<file path="config.mk">
export PLATFORM = sky130hd
export DESIGN_NAME = meg_bl_gate_meter
export DESIGN_NICKNAME = d
export VERILOG_FILES = /design/src/rtl/meg_bl_gate_meter.sv
export SDC_FILE = /design/constraint.sdc
export NUM_CORES = 1
export LEC_CHECK = 0
export BUFFER_PORTS_ARGS = -buffer_cell sky130_fd_sc_hd__buf_2
export CAP_MARGIN = 15
export CORE_ASPECT_RATIO = 1.2
export CORE_MARGIN = 3
export CORE_UTILIZATION = 24
export CTS_CLUSTER_DIAMETER = 50
export DETAILED_ROUTE_END_ITERATION = 10
export RECOVER_POWER = 25
export SYNTH_ARGS = -nofsm -noshare
export SYNTH_HDL_FRONTEND = slang
export SYNTH_SLANG_ARGS = --single-unit
export TNS_END_PERCENT = 50
</file>
<file path="constraint.sdc">
create_clock -name clk -period 2.4 [get_ports clk]
set_input_delay 0.36 -clock clk [delete_from_list [all_inputs] [get_ports clk]]
set_output_delay 0.36 -clock clk [all_outputs]
set_load 0.01 [all_outputs]
</file>
<file path="src/rtl/meg_bl_gate_meter.sv">
//==============================================================================
// Module   : meg_bl_gate_meter
// Purpose  : Gated pulse-width meter. Counts synchronised Inp-high cycles
//            inside each REF window and publishes the count on Q at gate close.
// Revision : 1.0 - initial release
//==============================================================================
`default_nettype none

module meg_bl_gate_meter #(
    parameter int WIDTH       = 8,
    parameter int SYNC_STAGES = 2
) (
    input  logic             clk,
    input  logic             rst,
    input  logic             st,
    input  logic             Inp,
    input  logic             REF,
    output logic [WIDTH-1:0] Q
);

    localparam logic [WIDTH-1:0] c_ACC_MAX = '1;
    localparam logic [WIDTH-1:0] c_ZERO    = '0;

    typedef enum logic [1:0] {
        S_IDLE     = 2'd0,
        S_GATE     = 2'd1,
        S_WAIT_LOW = 2'd2
    } state_t;

    state_t                 state_q, state_d;
    logic [SYNC_STAGES-1:0] inp_sync_q;
    logic [SYNC_STAGES-1:0] ref_sync_q;
    logic                   ref_dly_q;
    logic [WIDTH-1:0]       acc_q, acc_d;
    logic [WIDTH-1:0]       q_q, q_d;

    logic                   w_inp_s;
    logic                   w_ref_s;
    logic                   w_rise;
    logic [WIDTH-1:0]       w_inp_ext;
    logic [WIDTH-1:0]       w_acc_sat;

    // Both chains share one depth so Inp keeps its alignment to the gate.
    always_ff @(posedge clk) begin
        if (rst) begin
            inp_sync_q <= '0;
            ref_sync_q <= '0;
            ref_dly_q  <= 1'b0;
        end else begin
            inp_sync_q <= {inp_sync_q[SYNC_STAGES-2:0], Inp};
            ref_sync_q <= {ref_sync_q[SYNC_STAGES-2:0], REF};
            ref_dly_q  <= w_ref_s;
        end
    end

    assign w_inp_s   = inp_sync_q[SYNC_STAGES-1];
    assign w_ref_s   = ref_sync_q[SYNC_STAGES-1];
    assign w_rise    = w_ref_s & ~ref_dly_q;
    assign w_inp_ext = {{(WIDTH-1){1'b0}}, w_inp_s};
    assign w_acc_sat = (acc_q == c_ACC_MAX) ? c_ACC_MAX : (acc_q + w_inp_ext);

    always_ff @(posedge clk) begin
        if (rst) begin
            state_q <= S_IDLE;
            acc_q   <= c_ZERO;
            q_q     <= c_ZERO;
        end else begin
            state_q <= state_d;
            acc_q   <= acc_d;
            q_q     <= q_d;
        end
    end

    always_comb begin
        state_d = state_q;
        acc_d   = acc_q;
        q_d     = q_q;
        if (st) begin
            // Discard any gate in progress and wait for REF to drop first.
            acc_d   = c_ZERO;
            q_d     = c_ZERO;
            state_d = S_WAIT_LOW;
        end else begin
            case (state_q)
                S_IDLE: begin
                    if (w_rise) begin
                        acc_d   = w_inp_ext;
                        state_d = S_GATE;
                    end
                end
                S_GATE: begin
                    if (w_ref_s) begin
                        acc_d = w_acc_sat;
                    end else begin
                        q_d     = acc_q;
                        acc_d   = c_ZERO;
                        state_d = S_IDLE;
                    end
                end
                S_WAIT_LOW: begin
                    if (!w_ref_s) begin
                        state_d = S_IDLE;
                    end
                end
                default: begin
                    state_d = S_IDLE;
                end
            endcase
        end
    end

    assign Q = q_q;

endmodule

`default_nettype wire

</file>
# [After elaboration in Yosys (flattened, before gate mapping)]
# Cells that the tools add are included.
[word_totals] reg_bits=23 latchBits=0 ram_bits=0 romBits=0 out_inout_bits=8 wordCells=34 memories=0
[classes] addsub=1 n_mul=0 div=0 n_lt_le_gt_ge=0 eq_ne=7 n_shift=0 muxes=8 n_bitwise=3 reduce_logical=8
[op_table] cell="$mux W8" n=3
[op_table] cell="$pmux W8 S2" n=1
[op_table] cell="$add A8 B1 Y8" n=1
[op_table] cell="$eq A8 B8 Y1 const B" n=1
[op_table] cell="$reduce_and A2 Y1" n=4
[op_table] cell="$mux W2" n=3
[op_table] cell="$ne A3 B3 Y1 const B" n=2
[op_table] cell="$ne A2 B2 Y1 const B" n=2
[op_table] cell="$pmux W2 S2" n=1
[op_table] cell="$reduce_or A2 Y1" n=2
[op_table] cell="$eq A2 B1 Y1 const B" n=1
[op_table] cell="$eq A2 B2 Y1 const B" n=1
[op_table] cell="$logic_not A2 Y1" n=1
[op_table] cell="$not A1 Y1" n=2
[op_table] cell="$reduce_bool A2 Y1" n=1
[op_table] cell="$and A1 B1 Y1" n=1

# [Longest topological paths before layout]
[logic_depth] word_depth=5 depth_mapped=6 mapped_depth_nobuf=6

# [Worst setup path after synthesis]
# OpenSTA, ideal clock, no wires.
[synth_timing] path_type="register to register" start="register acc_q[0]" end="register acc_q[7]" setup_time_ps=117 t_arrival_ps=1207 setup_slack_ps=1076 path_stages_with_launch=6 period_less_slack_ps=1324 path_cell_list="dfxtp_1 -> ha_1 -> and4_1 -> and4_2 -> o21ai_0 -> a22o_1"
[synth_via] elab_chain_len=4 elab_cells_between_ends=5
[synth_rtl] element="from (decl)" line_no="34" text="logic [WIDTH-1:0] acc_q, acc_d;"
[synth_rtl] element="from (signal assigned)" line_no="65" text="acc_q <= c_ZERO;"
[synth_rtl] element="$add A8 B1 Y8 / $eq A8 B8 Y1 (equally long branches)" line_no="60" text="assign w_acc_sat = (acc_q == c_ACC_MAX) ? c_ACC_MAX : (acc_q + w_inp_ext);"
[synth_rtl] element="$mux W8 (*)" line_no="60"
[synth_rtl] element="$mux W8 (*)" line_no="92" text="if (w_ref_s) begin"
[synth_rtl] element="$pmux W8 S2 (*)" line_no="84" text="case (state_q)"
# Every way passes the cells marked *; elsewhere a longest branch is shown, timed or not.
# A chain may end at the register's enable or synchronous reset.

# [Worst setup path after layout]
# Same ends and word-level chain as after synthesis.

==> flow_metrics.tcl <==
set metrics [dict create \
    worstSetupEndpointType "register" \
    fin_crit_ns 1.49 \
    die_w_um 66.2 \
    diodes 0 \
    dieArea_mm2 0.00518 \
    antenna_found_initial 0 \
    syn_area_mm2 0.00104 \
    dr.first_iter.drc_count 27 \
    ir_drop_mv 0.349 \
    port_buffers 12 \
    r2r-end "acc_q[7]" \
    yosysWarnings 0 \
    row_count 25 \
    power_uw 657 \
    hold_slack_ns 0.304 \
    grt_overflow_total 0 \
    grt_pass1_vias 792 \
    h-tree-depth 1 \
    grt_max_degree 13 \
    grt_usage_pct 7.88 \
    slew_viol_final 0 \
    tritoncts "built" \
    ctsHoldBuffers 0 \
    syn_inst 124 \
    cts_buffers 3 \
    drt-total-wl_mm 1.88 \
    critical_path.max_stage_delay_ns 0.40 \
    critPathCapture "acc_q[7]" \
    fin_tns_setup_ns 0 \
    fin_util_pct 29.2 \
    core_mm2 0.00407 \
    root_buffer "clkbuf_8" \
    p_per_area_mw_per_mm2 553 \
    areaGrowthSynthToFinish_pct 13.7 \
    ff2ff_path_depth 5 \
    grt_first_pass_wirelength_mm 3.35 \
    pin_count 13 \
    hp-class "input pin to register" \
    gp_congestion 0.803 \
    ff2ff_setup_slack_ns 0.91 \
    first_pass_iters 4 \
    rsz0062_at_grt "no" \
    drive_above_1_share_pct 11.9 \
    ys_ff_latch 23 \
    worst_slew_pin_slew_ns 0.474 \
    maxCapViolations 0 \
    worstPathArrival_ns 1.65 \
    r2r-start "acc_q[0]" \
    p_leak_nw 0.458 \
    max_freq_mhz 670 \
    clkTransAtPathRegs_ns 0.08 \
    path_cells "ha_1, and4_1, and4_2, o21ai_0, a22o_1" \
    finClkSkew_ns 0.00327 \
    placed_cell_area_mm2 0.00115 \
    start_util_pct 25.7 \
    critPathKind "register to register" \
    synth_nets 133 \
    fin_crit_sh_pct 62.2 \
    slowest_stage "dfxtp_1" \
    dp_hpwl_mm 1.42 \
    cts_buffer_depth 2 \
    setup_viol 0 \
    post_cts_buffers 0 \
    relSlewSlack_pct 68.3 \
    cts.sinks 23 \
    outcome "finished, final reports clean" \
    drc 0 \
    nets 145 \
    whs_path_depth 2 \
    via_per_inst 4.60 \
    fin_area_mm2 0.00119 \
    cp.required_ns 2.56 \
    ys_seq_area_share_pct 44.1 \
    synth.avg_cell_area_um2 8.43 \
    cp_max_fo 4 \
    startpoint_type "register" \
    wl_per_cell_um 9.96 \
    detail-route-antenna-nets 0 \
    vias 869 \
    critPathLaunch "acc_q[0]" \
    synth_cell_types 30 \
    worstSkewPairLatency_ns 0.26 \
    die_h_um 78.3 \
    finalHoldViolCount 0 \
    cts_resized 0 \
]
==> critical path: cells and delay by family, from the launching register on <==
| family | cells | cell delay, ns |
|---|---|---|
| and+or+nand+nor | 2 | 0.50 |
| adders and majority gates | 1 | 0.24 |
| DFF | 1 | 0.40 |
| AOI/OAI and AO/OA | 2 | 0.26 |
==> worst min path at each step <==
stage	endpoint	slack, ns	startpoint
floorplan	inp_sync_q[1]	0.41	inp_sync_q[0]
global placement	inp_sync_q[1]	0.42	inp_sync_q[0]
detailed placement	ref_sync_q[1]	0.43	ref_sync_q[0]
CTS	inp_sync_q[0]	0.30	Inp
global route	inp_sync_q[0]	0.32	Inp
finish	inp_sync_q[0]	0.30	Inp
==> sequential cells by signal, indices dropped and copies added, names as in the netlist <==
| name | cells |
|---|---|
| Q | 8 |
| acc_q | 8 |
| inp_sync_q | 2 |
| ref_sync_q | 2 |
| state_q | 2 |
| ref_dly_q | 1 |
==> cells in the mapped netlist (all sizes together) <==
cell type  count  area [um^2]
or2            1         6.26
o211a          1         10.0
a31oi          1         6.26
a21oi         10         50.1
nand2         22         85.1
nand4          3         18.8
o21ai         11         55.1
or3            1         6.26
buf            1         11.3
o31ai          1         7.51
nor2           5         18.8
a22o           5         43.8
and3           1         6.26
nand3          4         20.0
and2           1         7.51
o32a           1         10.0
nor2b          8         50.1
dfxtp         23          460
inv            6         22.5
o211ai         1         12.5
nand2b         3         18.8
nand3b         1         7.51
ha             4         50.1
o22ai          1         6.26
and4           2         18.8
a32o           2         20.0
clkbuf         4         15.0
==> cell type report <==
type                            count  area [um^2]
Clock buffer                        4         45.0
Inverter                            6         22.5
Sequential cell                    23          460
Fill cell                         475         2880
Timing Repair Buffer               12         56.3
Multi-Input combinational cell     90          536
Tap cell                           54         67.6
==> stage by stage <==
stage	cells	setup WS, ns
after floorplan	124	1.08
after global placement	185	0.850
after detailed placement	185	0.858
after CTS	189	0.899
after global routing	189	0.731
final	189	0.907
==> routing by layer <==
metal	GRT usage (%)	share of wire (%)	wire, um
met5	0	0	0
met4	1.22	0.32	6
met3	2.58	4.4	82
met2	13.4	48	911
met1	9.75	47	881
==> power breakdown <==
group / switching [mW] / internal, mW
sequential: 0.00356 / 0.387
combinational: 0.0182 / 0.0137
clock: 0.117 / 0.118
total: 0.138 / 0.519
==> layout by cell type, fill, tap and decap left out, types with 4 or more instances in the layout <==
master,netlist,routed
a21oi_1,10,10
inv_1,6,6
buf_2,0,9
a22o_1,5,5
ha_1,4,4
clkbuf_1,4,4
nand3_1,4,4
nor2b_1,8,8
nand2_1,21,21
nor2_1,5,5
o21ai_0,10,10
dfxtp_1,23,23
==> kinds of logic (layout without fill, tap and decap cells) <==
| logic type | after synthesis | after routing | share of synthesized area, % |
|---|---|---|---|
| simple gates | 52 | 52 | 25.3 |
| flops | 23 | 23 | 44.1 |
| compound gates | 34 | 34 | 21.2 |
| fa+ha+maj | 4 | 4 | 4.79 |
| buf+inv | 11 | 22 | 4.67 |
Power figures use the tool's default switching activity.
